## config.mk

```make
export PLATFORM = sky130hd
export DESIGN_NAME = counter_sequencer
export DESIGN_NICKNAME = d
export VERILOG_FILES = /design/src/rtl/counter_sequencer.sv
export SDC_FILE = /design/constraint.sdc
export NUM_CORES = 1
export LEC_CHECK = 0
export CAP_MARGIN = 20
export CORE_ASPECT_RATIO = 0.8
export CORE_UTILIZATION = 30
export CTS_CLUSTER_DIAMETER = 150
export DETAILED_ROUTE_END_ITERATION = 8
export PLACE_DENSITY = 0.63
export SLEW_MARGIN = 20
export SYNTH_ARGS = -nofsm -noshare
export SYNTH_HDL_FRONTEND = slang
export SYNTH_SLANG_ARGS = --single-unit
```

## constraint.sdc

```tcl
create_clock -name clk -period 2.42 [get_ports clk]
set_clock_uncertainty 0.05 [all_clocks]
set_input_delay 0.363 -clock clk [delete_from_list [all_inputs] [get_ports clk]]
set_output_delay 0.363 -clock clk [all_outputs]
set_load 0.03 [all_outputs]
```

## src/rtl/counter_sequencer.sv

```systemverilog
// Programmable up-counter sequencer with prescaler, periodic/one-shot modes,
// terminal-count pulse and sticky interrupt/overrun flags.
//
//   state  | meaning
//   -------+--------------------------------------------------------
//   S_IDLE | stopped; q holds last value; config writes accepted
//   S_RUN  | counting ticks; config writes rejected with cfg_err
//   S_DONE | one-shot finished; q=0; config writes accepted
module counter_sequencer #(
  parameter int N  = 16,
  parameter int PW = 8
) (
  input  logic          clk,
  input  logic          rst,
  input  logic          cfg_we,
  input  logic [N-1:0]  cfg_period,
  input  logic [PW-1:0] cfg_prescale,
  input  logic          cfg_oneshot,
  input  logic          start,
  input  logic          stop,
  input  logic          irq_ack,
  output logic [N-1:0]  q,
  output logic          running,
  output logic          tc,
  output logic          irq,
  output logic          overrun,
  output logic          cfg_err
);

  typedef enum logic [1:0] {
    S_IDLE = 2'd0,
    S_RUN  = 2'd1,
    S_DONE = 2'd2
  } state_t;

  state_t        r_state;
  state_t        w_state_nxt;

  logic [N-1:0]  r_q;
  logic [N-1:0]  r_period;
  logic [PW-1:0] r_pre;
  logic [PW-1:0] r_prescale;
  logic          r_oneshot;
  logic          r_tc;
  logic          r_irq;
  logic          r_overrun;
  logic          r_cfg_err;

  logic          w_tick;
  logic          w_tc_ev;
  logic          w_start_ok;
  logic          w_stop_run;

  // Next-state decode plus the tick / terminal-count events of this cycle.
  // Stop wins over start and over a coincident tick.
  always_comb begin
    w_state_nxt = r_state;
    w_tick      = 1'b0;
    w_tc_ev     = 1'b0;
    w_start_ok  = 1'b0;
    w_stop_run  = 1'b0;
    case (r_state)
      S_IDLE, S_DONE: begin
        if (start && !stop) begin
          w_start_ok  = 1'b1;
          w_state_nxt = S_RUN;
        end
      end
      S_RUN: begin
        if (stop) begin
          w_stop_run  = 1'b1;
          w_state_nxt = S_IDLE;
        end else begin
          w_tick = (r_pre == r_prescale);
          if (w_tick && (r_q == r_period)) begin
            w_tc_ev = 1'b1;
            if (r_oneshot) begin
              w_state_nxt = S_DONE;
            end
          end
        end
      end
      default: w_state_nxt = S_IDLE;
    endcase
  end

  // State register.
  always_ff @(posedge clk) begin
    if (rst) begin
      r_state <= S_IDLE;
    end else begin
      r_state <= w_state_nxt;
    end
  end

  // Counter, prescaler, shadow config and status flags.
  always_ff @(posedge clk) begin
    if (rst) begin
      r_q        <= '0;
      r_pre      <= '0;
      r_period   <= '1;
      r_prescale <= '0;
      r_oneshot  <= 1'b0;
      r_tc       <= 1'b0;
      r_irq      <= 1'b0;
      r_overrun  <= 1'b0;
      r_cfg_err  <= 1'b0;
    end else begin
      r_tc      <= w_tc_ev;
      r_cfg_err <= cfg_we && (r_state == S_RUN);

      if (cfg_we && (r_state != S_RUN)) begin
        r_period   <= cfg_period;
        r_prescale <= cfg_prescale;
        r_oneshot  <= cfg_oneshot;
      end

      if (w_start_ok) begin
        r_q   <= '0;
        r_pre <= '0;
      end else if (w_stop_run) begin
        r_pre <= '0;
      end else if (r_state == S_RUN) begin
        if (w_tick) begin
          r_pre <= '0;
          if (w_tc_ev) begin
            r_q <= '0;
          end else begin
            r_q <= r_q + 1'b1;
          end
        end else begin
          r_pre <= r_pre + 1'b1;
        end
      end

      // A terminal count beats a same-cycle acknowledge; in that case the
      // overrun flag is left as it was rather than set or cleared.
      if (w_tc_ev) begin
        r_irq <= 1'b1;
        if (r_irq && !irq_ack) begin
          r_overrun <= 1'b1;
        end
      end else if (irq_ack) begin
        r_irq     <= 1'b0;
        r_overrun <= 1'b0;
      end
    end
  end

  assign q       = r_q;
  assign running = (r_state == S_RUN);
  assign tc      = r_tc;
  assign irq     = r_irq;
  assign overrun = r_overrun;
  assign cfg_err = r_cfg_err;

endmodule
```

; ---- Word level (Yosys, flattened, before mapping)
; Index checks and enable logic that the tools add are counted.
[word_totals]
ff_bits = 55
latch_bits = 0
ramBits = 0
romBits = 0
inputBits = 31
out_inout_bits = 21
wordCells = 57
mem_count = 0
[classes]
addsub = 2
n_mul = 0
n_div = 0
order_cmp = 0
n_eq_ne = 9
n_shift = 0
mux = 20
bitwise = 1
n_reduce_logical = 15
[op_table]
columns = cell, count
row1 = $add 16x1->16 const B, 1
row2 = $eq 16x16->1, 1
row3 = $mux 16, 1
row4 = $mux 1, 13
row5 = $add 8x1->8 const B, 1
row6 = $eq 8x8->1, 1
row7 = $mux 2, 4
row8 = $mux 8, 1
row9 = $ne 3x2->1 const B, 2
row10 = $reduce_and 3->1, 2
row11 = $logic_and 1x1->1, 5
row12 = $ne 2x1->1 const B, 2
row13 = $pmux 2 s2, 1
row14 = $reduce_or 2->1, 2
row15 = $reduce_or 3->1, 1
row16 = $eq 2x1->1 const B, 1
row17 = $eq 2x2->1 const B, 1
row18 = $logic_not 1->1, 2
row19 = $logic_not 2->1, 1
row20 = $ne 2x2->1 const B, 1
row21 = $reduce_and 2->1, 1
row22 = $reduce_bool 2->1, 1
row23 = $not 1->1, 1

; ---- Logic depth before layout (Yosys ltp)
; Gate-level depths: netlist of run 1.
[logic_depth]
depth_word = 7
depth_mapped = 8
mapped_depth_nobuf = 6

; ---- Worst setup path after synthesis of run 1
; No wires, ideal clock.
[synth_path]
path_type = flip-flop to flip-flop
start = reg r_q[3] (netlist: q[3])
end = reg r_q[15] (netlist: q[15])
setup_time_ns = 0.070
t_arrival_ns = 2.165
required_time_ns = 2.300
setup_slack_ns = 0.136
stages_incl_launch_ff = 7
path_buffers = 1
synth_period_minus_slack_ns = 2.284
path_cell_list = dfxtp_1 > buf_2 > nand2_1 > or3_4 > or3_4 > or4_1 > a21oi_1
[synth_between]
elab_chain_cells = 6
word_cells_on_any_way = 7
classes_between = 1 x add/sub / 1 x eq/ne / 4 x mux / 1 x reduce/logical
[synth_rtl]
columns = item, line
row1 = "start, declared", 39  ; logic [N-1:0] r_q;
row2 = "start signal, assigned", 129  ; r_q <= r_q + 1'b1;
row3 = branches (longest 5 deep; another with $add 16x1->16), -
row4 = $mux 16 (*), 126  ; if (w_tc_ev) begin
; Mark *: on every way between the ends.
; A chain may end at the register's enable or synchronous reset.

; ---- Worst setup path in the final report of run 1
[layout_path]
start = reg r_state[1]
end = out running
[layout_between]
elab_chain_cells = 1
[layout_rtl]
columns = item, line
row1 = "start, declared", 36  ; state_t r_state;
row2 = "start signal, assigned", 92  ; r_state <= w_state_nxt;
row3 = $eq 2x1->1, 151  ; assign running = (r_state == S_RUN);
row4 = "end, declared", 23  ; output logic running,
; Every way passes these cells.

==> results of run 1 <==
registers in the layout, indices dropped and copies added (netlist names):
register	cells
q	16
r_period	16
r_pre	8
r_prescale	8
r_state	2
cfg_err	1
irq	1
overrun	1
r_oneshot	1
tc	1
power by group:
group	internal [uW]	leakage, uW	switching, uW	total (uW)
clock	309	0.0000581	306	615
combinational	109	0.000733	99.2	208
sequential	937	0.000449	23.3	960
total	1350	0.00124	429	1780
final cells by class:
type,instances,area [um2],share of cell area
clock buffers,5,68.82,0.02056
clock inverters,3,43.79,0.01308
multi-input cells,226,1371,0.4097
inverters,3,11.26,0.003364
well taps,108,135.1,0.04037
repair buffers,65,615.6,0.1839
flip-flops and latches,55,1101,0.3290
logic make-up after synthesis:
family,after synthesis,share of synthesized area
flops,55,0.4316
simple gates,149,0.3080
mux,1,0.003924
fa+ha+maj,2,0.009807
xor+xnor,35,0.1202
compound gates,39,0.09564
buf+inv,18,0.03090
metrics by stage:
| stage | hold WS, ns | total power [uW] | utilization | instances | area [um2] |
|---|---|---|---|---|---|
| 6_report | 0.4252 | 1783 | 0.4136 | 465 | 3347 |
| 5_1_grt | 0.4466 | 1864 | 0.4136 | 465 | 3347 |
| 4_1_cts | 0.4270 | 1806 | 0.4136 | 465 | 3347 |
| 3_5_place_dp | 0.4115 | 1191 | 0.3997 | 457 | 3234 |
| 3_3_place_gp | 0.4083 | 1187 | 0.3997 | 457 | 3234 |
| 2_1_floorplan | 0.3819 | 1095 | - | 299 | 2551 |
final timing paths:
| path | startpoint | to | cells after the start |
|---|---|---|---|
| setup reg to reg | q[3]$_SDFFE_PP0P_ | q[3]$_SDFFE_PP0P_ | 7 |
| hold reg to reg | r_prescale[3]$_SDFFE_PP0P_ | r_prescale[3]$_SDFFE_PP0P_ | 2 |
| hold / removal | r_prescale[3]$_SDFFE_PP0P_ | r_prescale[3]$_SDFFE_PP0P_ | 2 |
| setup / recovery | r_state[1]$_SDFFE_PP0P_ | running | 3 |
layer usage:
layer / share of wire / GRT usage / vias up
met5: 0 / 0 / -
met4: 0.016 / 0.05378 / 0
met3: 0.056 / 0.02640 / 7
met2: 0.40 / 0.2023 / 67
met1: 0.53 / 0.2028 / 984
li1: - / - / 1151
worst register-to-register path, delay by kind of cell, from the launching register on:
family	cells	cell delay (ns)
DFF	1	0.33
AOI/OAI and AO/OA	2	0.69
xor gates and xnor gates	1	0.15
buffers and inverters	2	0.38
and+or+nand+nor	2	0.54
cells in the final DEF, fill, tap and decap left out, types with 2 or more instances in the layout:
cell type / count
nand4_1: 13
clkbuf_8: 5
clkdlybuf4s50_1: 51
nor2_1: 16
xor2_1: 17
nor4_2: 2
a21o_1: 2
dfxtp_1: 55
a211o_1: 2
or3_4: 2
nand2b_1: 6
ha_1: 2
inv_1: 3
buf_4: 14
or4_1: 8
nand3b_1: 17
o31ai_1: 8
nand3_1: 11
nor3_1: 3
and3_1: 4
xnor2_1: 18
nand2_1: 60
a21oi_1: 22
==> summary.md, run 1 <==
| Metric | Value |
|---|---|
| Dpl ws | `0.1768 ns` |
| CP delay by family, top | `buffers and inverters` |
| Final setup viols | `0` |
| R2R setup slack | `0.20 ns` |
| Hold Violations, Final | `0` |
| Initial antenna violation count | `0` |
| Async SR Flop Fraction | `0` |
| Slew Limit Fails | `0` |
| CP required | `2.01 ns` |
| Post-Syn Area | `2551 um2` |
| Gr usage total | `0.1394` |
| DIE HEIGHT | `84.48 um` |
| GR Overflow Total | `0` |
| Width of the die | `105.1 um` |
| Layout cell share with drive strength beyond 1 | `0.07843` |
| Status | `completed` |
| Hold WC Path Type | `register to register` |
| Slowest-stage cell, CP | `clkdlybuf4s50_1` |
| Setup tns final | `0 ns` |
| Post-CTS resize count | `0` |
| Fin crit period | `2.280 ns` |
| Die area | `8879 um2` |
| Seq/Total Area, Yosys | `0.4316` |
| Drt initial violations | `101` |
| Worst Max-Slew Pin Slew | `0.5293 ns` |
| Placer congestion estimate | `0.8128` |
| Area contributors post-synth | `dfxtp_1, nand2_1, xnor2_1, xor2_1, nand3b_1` |
| Clock buffer depth | `2` |
| Starting density of the core | `0.3153` |
| TritonCTS clock tree | `yes` |
| # Post-CTS Setup Buffers | `0` |
| Max-cap violations | `0` |
| Cell with the most instances after synthesis | `nand2_1` |
| Area share of the largest cell type after synthesis | `0.4316` |
| Netlist cell types | `36` |
| Area Overhead vs Synth | `31.19%` |
| Top cells by count, synth | `nand2_1, dfxtp_1, a21oi_1` |
| #FFs+latches synth | `55` |
| IO Pins | `52` |
| Antenna-violating nets left | `0` |
| Via count | `2209` |
| Rel. slew slack | `0.6472` |
| Drt first pass iters | `4` |
| Vias in the first global route | `2003` |
| CP peak stage delay | `0.71 ns` |
| Worst EP arrival | `1.87 ns` |
| First-pass GRT wire length | `9811 um` |
| Largest net degree at the start of global routing | `26` |
| Htree depth | `2` |
| DR vias/cell | `4.751` |
| Final #Nets | `389` |
| Max Fclk | `438.6 MHz` |
| Post-synth EDFFs | `0` |
| CTS buffer count | `5` |
| Crit Path Class | `register to output port` |
| Total wire length | `6160 um` |
| Core area | `8092 um2` |
| Post-synthesis net count | `332` |
| Top_reg_cell synth | `dfxtp_1` |
| Cell taking the most area after synthesis | `dfxtp_1` |
| Crit path capture type | `output port` |
| Diode count | `0` |
| Unrepaired setup endpoints after global routing | `false` |
| PwrDens | `532.8 nW/um2` |
| WL/cell | `13.25 um` |
| Mean area per synthesized cell | `8.532 um2` |
| Critical path startpoint category | `register` |
| Post-Syn Instances | `299` |
| Worst-path clk slew | `0.10 ns` |
| Period Utilization, post-route | `0.9421` |
| CTS Sinks | `55` |
| Port bufs | `51` |
| Crit-path cells | `nand2b_1 -> inv_1 -> clkdlybuf4s50_1` |
| Cts hold-fix bufs | `0` |
| Crit-path max FO | `9` |
| Clk Tree Root Cell | `clkbuf_8` |
| Skew-Pair Late Insertion Delay | `0.31 ns` |
| Post-DP HPWL | `4602 um` |
| FP Rows | `29` |
| Crit path buf inv count | `2` |
| P_leak | `0.001240 uW` |
| Setup WS post-layout | `0.1401 ns` |
| Fillers | `789` |
| Max VDD drop | `0.0003734 V` |
| YS warnings | `0` |
| # DRC | `0` |
No activity file was read; power rests on OpenSTA's default activity.
==> run 2: changes to the inputs <==
--- a/config.mk
+++ b/config.mk
@@ -15,3 +15,4 @@
 export SYNTH_ARGS = -nofsm -noshare
 export SYNTH_HDL_FRONTEND = slang
 export SYNTH_SLANG_ARGS = --single-unit
+export TNS_END_PERCENT = 10
==> results of run 2 <==
Same layout as run 1: the final DEF is identical, and so are final timing and power.
